### src/rtl/sext_arbiter.sv
// sext_arbiter: two requesters share one immediate-extension datapath.
// A round-robin arbiter grants one request per cycle into a single-entry
// registered output slot (EMPTY/FULL FSM) with valid/ready handshakes.
// Ports:
//   clk, rst_n                 clock, async active-low reset
//   reqN_valid/imm/mode/ready  requester handshakes (0 = decode, 1 = branch-target)
//   out_valid/ready/data/id    result handshake, extended value, winning requester
module sext_arbiter #(
  parameter int unsigned INPUT_BITS  = 16,
  parameter int unsigned OUTPUT_BITS = 32
) (
  input  logic                   clk,
  input  logic                   rst_n,
  input  logic                   req0_valid,
  input  logic [INPUT_BITS-1:0]  req0_imm,
  input  logic [1:0]             req0_mode,
  output logic                   req0_ready,
  input  logic                   req1_valid,
  input  logic [INPUT_BITS-1:0]  req1_imm,
  input  logic [1:0]             req1_mode,
  output logic                   req1_ready,
  output logic                   out_valid,
  input  logic                   out_ready,
  output logic [OUTPUT_BITS-1:0] out_data,
  output logic                   out_id
);

  localparam int unsigned EXT_BITS = OUTPUT_BITS - INPUT_BITS;

  typedef enum logic {
    EMPTY = 1'b0,
    FULL  = 1'b1
  } state_e;

  state_e                 r_state;
  state_e                 w_state_nxt;
  logic                   r_last;
  logic [OUTPUT_BITS-1:0] r_data;
  logic                   r_id;

  logic                   w_gnt_vld;
  logic                   w_gnt_id;
  logic                   w_free;
  logic                   w_accept;
  logic                   w_rdy0;
  logic                   w_rdy1;
  logic [INPUT_BITS-1:0]  w_imm;
  logic [1:0]             w_mode;
  logic [OUTPUT_BITS-1:0] w_sext;
  logic [OUTPUT_BITS-1:0] w_ext;

  // Round-robin pick: on contention favour the requester not granted last.
  always_comb begin
    w_gnt_vld = 1'b0;
    w_gnt_id  = 1'b0;
    if (req0_valid && req1_valid) begin
      w_gnt_vld = 1'b1;
      w_gnt_id  = ~r_last;
    end else if (req0_valid) begin
      w_gnt_vld = 1'b1;
      w_gnt_id  = 1'b0;
    end else if (req1_valid) begin
      w_gnt_vld = 1'b1;
      w_gnt_id  = 1'b1;
    end
  end

  // Output-slot FSM: next state and grant handshakes.
  always_comb begin
    w_state_nxt = r_state;
    w_free      = 1'b0;
    w_accept    = 1'b0;
    w_rdy0      = 1'b0;
    w_rdy1      = 1'b0;
    // Slot may be refilled in the same cycle it drains.
    w_free   = (r_state == EMPTY) || out_ready;
    w_accept = w_free && w_gnt_vld && rst_n;
    w_rdy0   = w_accept && !w_gnt_id;
    w_rdy1   = w_accept &&  w_gnt_id;
    case (r_state)
      EMPTY: if (w_accept) w_state_nxt = FULL;
      FULL:  if (out_ready && !w_accept) w_state_nxt = EMPTY;
      default: w_state_nxt = EMPTY;
    endcase
  end

  always_ff @(posedge clk or negedge rst_n) begin
    if (!rst_n) r_state <= EMPTY;
    else        r_state <= w_state_nxt;
  end

  // Shared extension datapath, fed by the granted requester only.
  always_comb begin
    w_imm  = w_gnt_id ? req1_imm  : req0_imm;
    w_mode = w_gnt_id ? req1_mode : req0_mode;
    w_sext = {{EXT_BITS{w_imm[INPUT_BITS-1]}}, w_imm};
    case (w_mode)
      2'b00:   w_ext = w_sext;
      2'b01:   w_ext = {{EXT_BITS{1'b0}}, w_imm};
      2'b10:   w_ext = {w_imm, {EXT_BITS{1'b0}}};
      default: w_ext = w_sext << 2;
    endcase
  end

  // Result slot and last-grant pointer; pointer resets to 1 so req0 wins first.
  always_ff @(posedge clk or negedge rst_n) begin
    if (!rst_n) begin
      r_data <= '0;
      r_id   <= 1'b0;
      r_last <= 1'b1;
    end else if (w_accept) begin
      r_data <= w_ext;
      r_id   <= w_gnt_id;
      r_last <= w_gnt_id;
    end
  end

  assign req0_ready = w_rdy0;
  assign req1_ready = w_rdy1;
  assign out_valid  = (r_state == FULL);
  assign out_data   = r_data;
  assign out_id     = r_id;

endmodule

### config.mk
export PLATFORM = sky130hd
export DESIGN_NAME = sext_arbiter
export DESIGN_NICKNAME = d
export VERILOG_FILES = /design/src/rtl/sext_arbiter.sv
export SDC_FILE = /design/constraint.sdc
export NUM_CORES = 1
export LEC_CHECK = 0
export BUFFER_PORTS_ARGS = -buffer_cell sky130_fd_sc_hd__buf_4
export CORE_MARGIN = 4
export CORE_UTILIZATION = 46
export CTS_BUF_LIST = sky130_fd_sc_hd__clkbuf_4
export DETAILED_ROUTE_END_ITERATION = 16
export PLACE_DENSITY = 0.79
export SLEW_MARGIN = 30
export SYNTH_ARGS = -nofsm -noshare
export SYNTH_HDL_FRONTEND = slang
export SYNTH_SLANG_ARGS = --single-unit
export TNS_END_PERCENT = 1
### constraint.sdc
create_clock -name clk -period 1.6 [get_ports clk]
set_clock_uncertainty 0.05 [all_clocks]
set_input_delay 0.16 -clock clk [delete_from_list [all_inputs] [get_ports clk]]
set_output_delay 0.16 -clock clk [all_outputs]
set_load 0.03 [all_outputs]
==> results summary <==
The total number of nets in the final design came out at 328. The combined area of all synthesized cells came out at 2011 um2. No sink is reached through more buffers than the 2 on the longest clock path. The sum of routed wire length over all layers came out at 6.210 mm.

The post-synth net total is 237. The share of the core filled with cells came out at 71.24%. The critical path goes through a21boi_4, buf_4, nor3b_1, a311o_1, o22a_1. Dividing the synthesized area by the synthesized cell count gives 10.26 um2. The clock slew at the register clock pins of the worst setup and hold paths came out at 0.12 ns. The path class of the tightest hold or removal check is input pin to flip-flop. The region available for standard cell placement spans 4115 um2. The detailed-routing iteration count for the pre-antenna-repair pass is 4.

The number of rows in the core area is 23. The final antenna-violating net count is 0. After layout, the worst path uses 104.2% of the clock period. The final cell count without fillers came out at 338. The startpoint kind of the worst setup timing path is a flip-flop.

At the later pin of the worst-skew pair, clock insertion delay measures 0.35 ns. Measured against its own limit, the worst slew margin works out to 66.01%. The number of antenna violations at the first check in global routing is 0. The checks that failed: negative setup slack. The achievable clock frequency came out at 599.6 MHz. The CTS buffer count is 5.

The setup violation total in the final timing report came out at 20. The commonest register cell after synthesis is sky130_fd_sc_hd__dfrtp_1. The die footprint came out at 5493 um2. The detailed placement HPWL came out at 4.324 mm. For this run, design rule violations remaining after detail routing come to 0.

The global-route wire length before repair came out at 9.639 mm. The number of I/O pins came out at 77. The total track usage came out at 23.32%. The number of global-route vias before repair was 1943. The library cell used most frequently in the layout, excluding fill and tap cells, is sky130_fd_sc_hd__buf_4. The clock drives 35 sinks. The worst setup path is of the flip-flop to flip-flop kind.

Max-cap violations in this run came to 0. The wire length per cell after detailed routing is 18.37 um. The detail-routed via count per cell is 5.825. Buffers placed on the I/O ports in this run total 76. The post-synthesis to final-layout area growth came out at 45.80%. The root buffer cell chosen for the clock tree is sky130_fd_sc_hd__clkbuf_4.

The fraction of synthesis flops using an asynchronous set or reset pin is 100.0%. The actual slew at the worst max-slew pin came out at 0.5093 ns. The slowest stage of the critical path is the sky130_fd_sc_hd__dfstp_2 cell. Data on the critical path is required at its endpoint by 1.81 ns.

The largest driver fanout on the critical path came out at 12. Setup repair after global routing could not meet its margin everywhere. The data arrival time of the critical path came out at 1.87 ns.

Of the synthesized area, sequential elements account for 43.62%. The smallest setup slack after layout came out at -0.06771 ns. The synthesized design contains 0 enable-type register cells. The number of instances in the synthesized netlist is 196. The number of distinct standard cells referenced by the synthesized netlist came out at 35. The run finished, with violations left. The max-slew violation count is 0. The clock period minus final worst setup slack came out at 1.668 ns. Leaving out fill and tap cells, the most frequent cells in the layout are sky130_fd_sc_hd__buf_4 (93), sky130_fd_sc_hd__dfrtp_1 (34), sky130_fd_sc_hd__nor2_1 (28), sky130_fd_sc_hd__o22a_1 (17), sky130_fd_sc_hd__nor3b_1 (15). Yosys printed 0 warnings. The horizontal die dimension is 74.12 um. The die is 74.12 um tall. The worst-case IR drop observed on VDD is 0.5902 mV. The analysis attributes to cell leakage a power of 1.316 nW. The repair_antennas step left the layout with diodes totalling 0. The routed via count came out at 1969.

The maximum number of pins on one net before global-route repair is 21. The leftover overflow at the end of global routing is 0. The clock tree from TritonCTS is built. The total placed cells including tap cells came out at 323. The depth of the CTS H-tree is 2.

STA classifies the critical path endpoint as a flip-flop. The delay of the slowest cell on the worst path came out at 0.40 ns. The final number of hold-violating endpoints came out at 0.

The detailed router's first-iteration violation count came out at 114. The power density over the cells came out at 1094 nW/um2. The layout cell share with drive strength beyond 1 came out at 44.79%. The synthesized design contains 35 register bits. The weighted congestion reported at the end of routability-driven placement is 0.8767. The initial utilization of the core area, before any placement, comes to 48.86%.
final timing paths:
kind | depth (start not counted) | to | slack [ns] | from
worst max-delay path | 5 | out_data[7] | -0.07 | r_last
worst min-delay path | 3 | out_data[9] | 0.07 | req1_imm[9]
worst max register to register | 5 | out_data[7] | -0.07 | r_last
worst min register to register | 2 | r_last | 0.45 | r_last
max in group asynchronous | 3 | r_last | 0.69 | rst_n
min in group asynchronous | 2 | out_id | 0.23 | rst_n
state kept, by name, indices dropped and copies added, names as in the netlist:
name / cells
out_data: 32
r_last: 1
out_valid: 1
out_id: 1
timing repair:
| action | in CTS | in global routing |
|---|---|---|
| endpoints found under the setup margin | 12 | 33 |
| buffers inserted | 6 | 0 |
| hold buffers | 1 | 0 |
| hold endpoints to repair | 34 | 0 |
| pin swaps | 2 | 7 |
| resized for setup | 14 | 12 |
layer usage:
layer	up-vias	track usage [%]	share of wire, %
met1	964	31.54	43
met3	9	5.405	6.3
met5	-	0	0
met2	77	37.40	50
li1	919	-	-
met4	0	6.841	1.3
per-stage QoR:
stage / TNS [ns] / area [um2] / power (mW) / hold WS (ns) / worst slack [ns]
2_1_floorplan: 0 / 2013 / 1.966 / -0.1856 / 0.03432
3_3_place_gp: 0 / 2676 / 2.475 / -0.05994 / 0.01612
3_5_place_dp: -0.06349 / 2676 / 2.496 / -0.05904 / -0.03225
4_1_cts: -0.2236 / 2869 / 3.184 / 0.07069 / -0.03883
5_1_grt: -2.448 / 2932 / 3.361 / 0.08062 / -0.1299
6_report: -0.4213 / 2932 / 3.208 / 0.07491 / -0.06771
report_power, final:
group | internal (mW) | switching [mW]
combinational | 0.601 | 0.791
clock | 0.321 | 0.317
sequential | 1.07 | 0.112
cells by family after synthesis:
group                     after synthesis  share of synthesized area (%)
muxes                                  20                          10.77
xor gates and xnor gates                1                         0.4357
buffers and inverters                  21                          6.783
and+or+nand+nor                        65                          16.18
AOI/OAI and AO/OA                      54                          22.21
DFF                                    35                          43.62
Yosys cell counts, types with 2 or more instances:
| cell | number | area share, % |
|---|---|---|
| sky130_fd_sc_hd__a311o_1 | 3 | 1.5 |
| sky130_fd_sc_hd__a311oi_1 | 11 | 4.8 |
| sky130_fd_sc_hd__buf_1 | 2 | 0.37 |
| sky130_fd_sc_hd__buf_2 | 3 | 0.75 |
| sky130_fd_sc_hd__buf_4 | 5 | 1.9 |
| sky130_fd_sc_hd__clkbuf_1 | 5 | 0.93 |
| sky130_fd_sc_hd__dfrtp_1 | 34 | 42 |
| sky130_fd_sc_hd__inv_1 | 3 | 0.56 |
| sky130_fd_sc_hd__mux2_2 | 3 | 1.7 |
| sky130_fd_sc_hd__mux2i_1 | 16 | 8.0 |
| sky130_fd_sc_hd__nand2_1 | 11 | 2.1 |
| sky130_fd_sc_hd__nand2b_1 | 3 | 0.93 |
| sky130_fd_sc_hd__nand3_1 | 2 | 0.50 |
| sky130_fd_sc_hd__nor2_1 | 30 | 5.6 |
| sky130_fd_sc_hd__nor2b_1 | 2 | 0.62 |
| sky130_fd_sc_hd__nor3b_1 | 15 | 5.6 |
| sky130_fd_sc_hd__o211ai_1 | 3 | 1.1 |
| sky130_fd_sc_hd__o22a_1 | 17 | 7.4 |
| sky130_fd_sc_hd__o22ai_1 | 11 | 3.4 |
| sky130_fd_sc_hd__o31ai_1 | 2 | 0.75 |
worst max-delay path, delay by kind of cell, from the launching register on:
kind | cells | cell delay (ns)
simple gates | 1 | 0.08
compound gates | 3 | 0.78
buf+inv | 1 | 0.26
flops | 1 | 0.40
final cells by class:
| class | count | area, um2 |
|---|---|---|
| sequential | 35 | 877.1 |
| fill | 299 | 1184 |
| clock inverter | 3 | 38.79 |
| inverter | 3 | 11.26 |
| clock buffer | 5 | 37.54 |
| tap | 50 | 62.56 |
| multi-input combinational | 140 | 1094 |
| timing repair buffer | 102 | 810.8 |
Power figures use the tool's default switching activity.
